File: src/rtl/mul_pkg.sv
// Shared types for the sequential RV64M multiplier.
// Op encodings, FSM states and operand signedness helpers.
package mul_pkg;

  localparam int XLEN_DEFAULT = 64;

  typedef enum logic [1:0] {
    MUL    = 2'b00,
    MULH   = 2'b01,
    MULHSU = 2'b10,
    MULHU  = 2'b11
  } mul_op_t;

  typedef enum logic [1:0] {
    IDLE  = 2'b00,
    RUN   = 2'b01,
    FIXUP = 2'b10,
    DONE  = 2'b11
  } mul_state_t;

  function automatic logic is_signed_op1(mul_op_t op);
    return (op == MULH) || (op == MULHSU);
  endfunction

  function automatic logic is_signed_op2(mul_op_t op);
    return (op == MULH);
  endfunction

endpackage

File: src/rtl/FullAdder1b.sv
// 1-bit full adder cell used by the multiplier ripple chain.
// Ports: a_i, b_i, c_i in; s_o sum, c_o carry out.
module FullAdder1b (
  input  logic a_i,
  input  logic b_i,
  input  logic c_i,
  output logic s_o,
  output logic c_o
);

  assign s_o = a_i ^ b_i ^ c_i;
  assign c_o = (a_i & b_i) | (c_i & (a_i ^ b_i));

endmodule

File: src/rtl/mul_add_shift.sv
// One radix-2 shift-add step of the sequential multiplier.
// Ports: prod_i current product, mcand_i multiplicand, prod_o next product.
module mul_add_shift #(
  parameter int XLEN = 64
) (
  input  logic [2*XLEN:0]  prod_i,
  input  logic [XLEN-1:0]  mcand_i,
  output logic [2*XLEN:0]  prod_o
);

  logic [XLEN-1:0] addend;
  logic [XLEN-1:0] sum;
  logic [XLEN:0]   carry;
  logic            unused_msb;

  // The top bit is always clear before a step; only kept for width.
  assign unused_msb = prod_i[2*XLEN];

  assign addend   = prod_i[0] ? mcand_i : '0;
  assign carry[0] = 1'b0;

  for (genvar i = 0; i < XLEN; i++) begin : g_fa
    FullAdder1b u_fa (
      .a_i (prod_i[XLEN+i]),
      .b_i (addend[i]),
      .c_i (carry[i]),
      .s_o (sum[i]),
      .c_o (carry[i+1])
    );
  end

  // Carry-out lands in the high half, so the shift keeps XLEN+1 bits.
  assign prod_o = {1'b0, carry[XLEN], sum, prod_i[XLEN-1:1]};

endmodule

File: src/rtl/seq_multiplier.sv
// Iterative radix-2 shift-add multiplier for MUL/MULH/MULHSU/MULHU.
// Ports: clk, reset_n (sync, active-low), start_in, op_in,
//   operand1_in, operand2_in; busy_out, done_out, result_out.
// Optional SEQ_MUL_ZERO_SKIP_EN: zero operand skips RUN entirely.
module seq_multiplier
  import mul_pkg::*;
#(
  parameter int XLEN = XLEN_DEFAULT
) (
  input  logic            clk,
  input  logic            reset_n,
  input  logic            start_in,
  input  logic [1:0]      op_in,
  input  logic [XLEN-1:0] operand1_in,
  input  logic [XLEN-1:0] operand2_in,
  output logic            busy_out,
  output logic            done_out,
  output logic [XLEN-1:0] result_out
);

  localparam int CW = $clog2(XLEN);

  mul_state_t      state_q, state_d;
  mul_op_t         op_q, op_d;
  logic            neg_q, neg_d;
  logic [2*XLEN:0] prod_q, prod_d;
  logic [XLEN-1:0] mcand_q, mcand_d;
  logic [CW-1:0]   cnt_q, cnt_d;
  logic [XLEN-1:0] res_q, res_d;

  mul_op_t           op_new;
  logic              sgn1, sgn2;
  logic [XLEN-1:0]   mag1, mag2;
  logic [2*XLEN:0]   prod_step;
  logic [2*XLEN-1:0] prod_fix;

  assign op_new = mul_op_t'(op_in);
  assign sgn1   = operand1_in[XLEN-1] & is_signed_op1(op_new);
  assign sgn2   = operand2_in[XLEN-1] & is_signed_op2(op_new);
  // Negating the most negative value yields itself, read as unsigned.
  assign mag1   = sgn1 ? -operand1_in : operand1_in;
  assign mag2   = sgn2 ? -operand2_in : operand2_in;

  assign prod_fix = neg_q ? -prod_q[2*XLEN-1:0]
                          : prod_q[2*XLEN-1:0];

  mul_add_shift #(.XLEN(XLEN)) u_step (
    .prod_i  (prod_q),
    .mcand_i (mcand_q),
    .prod_o  (prod_step)
  );

  always_comb begin
    state_d = state_q;
    op_d    = op_q;
    neg_d   = neg_q;
    prod_d  = prod_q;
    mcand_d = mcand_q;
    cnt_d   = cnt_q;
    res_d   = res_q;
    unique case (state_q)
      IDLE, DONE: begin
        if (start_in) begin
          op_d    = op_new;
          neg_d   = sgn1 ^ sgn2;
          mcand_d = mag1;
          prod_d  = {{(XLEN+1){1'b0}}, mag2};
          cnt_d   = '0;
          state_d = RUN;
`ifdef SEQ_MUL_ZERO_SKIP_EN
          if (mag1 == '0 || mag2 == '0) begin
            prod_d  = '0;
            state_d = FIXUP;
          end
`endif
        end else if (state_q == DONE) begin
          state_d = IDLE;
        end
      end
      RUN: begin
        prod_d = prod_step;
        cnt_d  = cnt_q + 1'b1;
        if (cnt_q == CW'(XLEN-1)) state_d = FIXUP;
      end
      FIXUP: begin
        prod_d  = {1'b0, prod_fix};
        res_d   = (op_q == MUL) ? prod_fix[XLEN-1:0]
                                : prod_fix[2*XLEN-1:XLEN];
        state_d = DONE;
      end
    endcase
  end

  always_ff @(posedge clk) begin
    if (!reset_n) begin
      state_q <= IDLE;
      op_q    <= MUL;
      neg_q   <= 1'b0;
      prod_q  <= '0;
      mcand_q <= '0;
      cnt_q   <= '0;
      res_q   <= '0;
    end else begin
      state_q <= state_d;
      op_q    <= op_d;
      neg_q   <= neg_d;
      prod_q  <= prod_d;
      mcand_q <= mcand_d;
      cnt_q   <= cnt_d;
      res_q   <= res_d;
    end
  end

  assign busy_out   = (state_q == RUN) || (state_q == FIXUP);
  assign done_out   = (state_q == DONE);
  assign result_out = res_q;

endmodule
File: config.mk
export PLATFORM = sky130hd
export DESIGN_NAME = seq_multiplier
export DESIGN_NICKNAME = d
export VERILOG_FILES = /design/src/rtl/mul_pkg.sv /design/src/rtl/FullAdder1b.sv /design/src/rtl/mul_add_shift.sv /design/src/rtl/seq_multiplier.sv
export SDC_FILE = /design/constraint.sdc
export NUM_CORES = 1
export LEC_CHECK = 0
export CAP_MARGIN = 5
export CORE_UTILIZATION = 37
export CTS_BUF_LIST = sky130_fd_sc_hd__clkbuf_4 sky130_fd_sc_hd__clkbuf_8
export DETAILED_ROUTE_END_ITERATION = 12
export DONT_BUFFER_PORTS = 1
export HOLD_SLACK_MARGIN = 0.12
export SLEW_MARGIN = 20
export SYNTH_ARGS = -nofsm -noshare
export SYNTH_HDL_FRONTEND = slang
export SYNTH_SLANG_ARGS = --single-unit
File: constraint.sdc
create_clock -name clk -period 44.3 [get_ports clk]
set_clock_uncertainty 0.2 [all_clocks]
set_input_delay 6.645 -clock clk [delete_from_list [all_inputs] [get_ports clk]]
set_output_delay 6.645 -clock clk [all_outputs]
set_load 0.05 [all_outputs]
==> impl_metrics.json <==
{
  "drv_cap": 0,
  "critPathKind": "flip-flop to flip-flop",
  "dpl.hpwl_um": 66800,
  "cts_buffers": 50,
  "num_rows": 85,
  "vias": 21300,
  "finalWorstSetupSlack_ns": 17.30,
  "place_area_sq_um": 20600,
  "clock_sinks": 267,
  "grt_max_degree": 102,
  "synth-seq-cells": 267,
  "rrSetupSlack_ns": 17.30,
  "design_area_sq_um": 21700,
  "worstSetupStartpointType": "flip-flop",
  "clk_latency_ns": 0.67,
  "root_buffer": "clkbuf_8",
  "slowest_delay_ns": 0.50,
  "ant_nets": 0,
  "fin_crit_ns": 27.00,
  "overflow": 0,
  "synth_edf_count": 0,
  "start_util": 0.374,
  "slew_headroom": 0.252,
  "power_density_nw_per_um2": 62.0,
  "clkTransAtPathRegs_ns": 0.06,
  "finalNonFillerCells": 3268,
  "core_region_area_sq_um": 53700,
  "status": "completed",
  "totalWireLength_um": 92300,
  "ys_types": 88,
  "via_per_inst": 6.53,
  "antenna_found_initial": 1,
  "fin_nets": 2741,
  "drc": 0,
  "synth_nets": 2849,
  "synthArstFlopShare": 0,
  "yosys.area.top_type": "dfxtp_1",
  "rsz0062_at_grt": "no",
  "yosys_warnings": 0,
  "hold_end": "mcand_q[62]$_SDFFE_PN0P_",
  "end_kind": "flip-flop",
  "post_cts_buffers": 0,
  "post-place-ws_ns": 17.44,
  "ys_seq_area_frac": 0.266,
  "irDropWorstVdd_mv": 0.0279,
  "p_total_mw": 1.34,
  "post_drt_wl_per_cell_um": 28.2,
  "area_growth_pct": 7.82,
  "hp-start": "mcand_q[62]$_SDFFE_PN0P_",
  "r2r-start": "prod_q[0]$_SDFFE_PN0P_",
  "setup_viol": 0,
  "finalHoldViolCount": 0,
  "crit_path_frequent_cell": "fa_1",
  "synth_cells": 2644,
  "drt_iter0_drc": 2495,
  "numPortBuffers": 0,
  "required_ns": 44.67,
  "worst_slew_pin_slew_ns": 1.12,
  "dieArea_sq_um": 55200,
  "io_pins": 199,
  "cp_slowest_cell": "buf_4",
  "path_max_fanout": 69,
  "hold_path_depth": 2,
  "leakage_nw": 6.88,
  "syn_area_sq_um": 20100,
  "grt_pass1_wl_um": 136000,
  "synthFlopType": "dfxtp_1",
  "htree_num_levels": 2,
  "reg2regPathDepth": 73,
  "drive_gt1_frac": 0.0828,
  "hp-class": "flip-flop to flip-flop",
  "tns_ns": 0,
  "ctsHoldBuffers": 0,
  "synth_top_area_frac": 0.266,
  "arrival_ns": 27.37,
  "gp_congestion": 0.990,
  "track_usage": 0.325,
  "worstReg2RegEnd": "prod_q[126]$_SDFFE_PN0P_",
  "grt_pass1_vias": 20000,
  "ys_top_cells_by_area": "dfxtp_1 (27%), xnor2_1 (6.5%), fa_1 (6.3%), nand2_1 (5.7%), o21ai_0 (5.6%)",
  "fin_crit_sh": 0.610,
  "cts_tree": "yes",
  "die_w_um": 235,
  "fmax_mhz": 37.0,
  "slew_violations": 0,
  "drt-pass1-iter-count": 8,
  "die_h_um": 235,
  "post_cts_resized": 0,
  "num_antenna_cells": 0,
  "netlist_top_cells_count": "nand2_1 (305), dfxtp_1 (267), o21ai_0 (225), nor2_1 (196), clkbuf_1 (186)",
  "numPlacedInstances": 3180,
  "synth_area_per_cell_sq_um": 7.60,
  "cts_max_path_buffers": 3,
  "yosysMostFrequentCell": "nand2_1"
}
-- placed cells by master, fill, tap and decap left out, types with 14 or more instances in the layout --
master / count
or2_2: 16
o22ai_1: 38
a221oi_1: 30
buf_4: 50
o32a_1: 14
xor2_1: 66
o31ai_1: 48
nand3_1: 57
nand2b_1: 14
dfxtp_1: 265
clkbuf_8: 63
o41ai_1: 23
mux2i_1: 14
a31oi_1: 42
xnor2_1: 148
fa_1: 63
nor2_1: 186
a22oi_1: 34
a21oi_1: 183
nand4_1: 42
o21ai_0: 225
a211oi_1: 33
nor4_1: 61
or4_1: 37
or3_1: 33
inv_1: 93
nand2_1: 302
clkbuf_4: 16
o21a_1: 14
o221ai_1: 25
nor3_1: 88
-- through the flow --
| step | util | hold slack [ns] |
|---|---|---|
| after CTS | 0.403 | 0.252 |
| after detailed placement | 0.383 | 0.239 |
| after floorplan | - | 0.217 |
| final | 0.403 | 0.250 |
| after global placement | 0.383 | 0.231 |
| after global routing | 0.403 | 0.265 |
-- critical path: cells and delay by family (launching register included) --
kind	cells	cell delay, ns
fa+ha+maj	64	24.94
buf+inv	4	0.68
compound gates	3	0.43
simple gates	2	0.35
flops	1	0.31
-- flip-flops by register name, summed over array words and instances, names as in the netlist --
name / flops
prod_q: 128
state_q: 2
op_q: 2
result_out: 64
cnt_q: 6
neg_q: 1
mcand_q: 64
-- layer usage --
| metal | routed length (um) | global-route usage |
|---|---|---|
| met5 | 0 | 0 |
| met3 | 8610 | 0.0624 |
| met2 | 40500 | 0.497 |
| met1 | 37800 | 0.432 |
| met4 | 5300 | 0.171 |
-- how the worst max path moves through the flow --
stage                                          end                   start  slack, ns
after floorplan           prod_q[126]$_SDFFE_PN0P_  prod_q[0]$_SDFFE_PN0P_      18.59
after global placement    prod_q[126]$_SDFFE_PN0P_  prod_q[0]$_SDFFE_PN0P_      17.64
after detailed placement  prod_q[126]$_SDFFE_PN0P_  prod_q[0]$_SDFFE_PN0P_      17.44
after CTS                 prod_q[126]$_SDFFE_PN0P_  prod_q[0]$_SDFFE_PN0P_      17.43
after global routing      prod_q[126]$_SDFFE_PN0P_  prod_q[0]$_SDFFE_PN0P_      16.48
final                     prod_q[126]$_SDFFE_PN0P_  prod_q[0]$_SDFFE_PN0P_      17.30
-- power by group --
group | internal (mW) | switching (mW)
registers | 0.297 | 0.134
logic | 0.196 | 0.450
clock network | 0.147 | 0.120
total | 0.640 | 0.704
-- layout make-up --
| cell class | count | area (sq um) |
|---|---|---|
| fillers | 5531 | 32000 |
| multi-input cells | 2070 | 13600 |
| flip-flops and latches | 267 | 5350 |
| clock buffers | 79 | 987 |
| well taps | 696 | 871 |
| repair buffers | 50 | 375 |
| inverters | 97 | 364 |
| clock inverters | 9 | 78.8 |
-- cell families after synthesis --
logic type,share of synthesized area
simple gates,0.230
xor+xnor,0.0933
compound gates,0.276
flops,0.266
buf+inv,0.0577
fa+ha+maj,0.0684
mux,0.00922
Power figures use the tool's default switching activity.
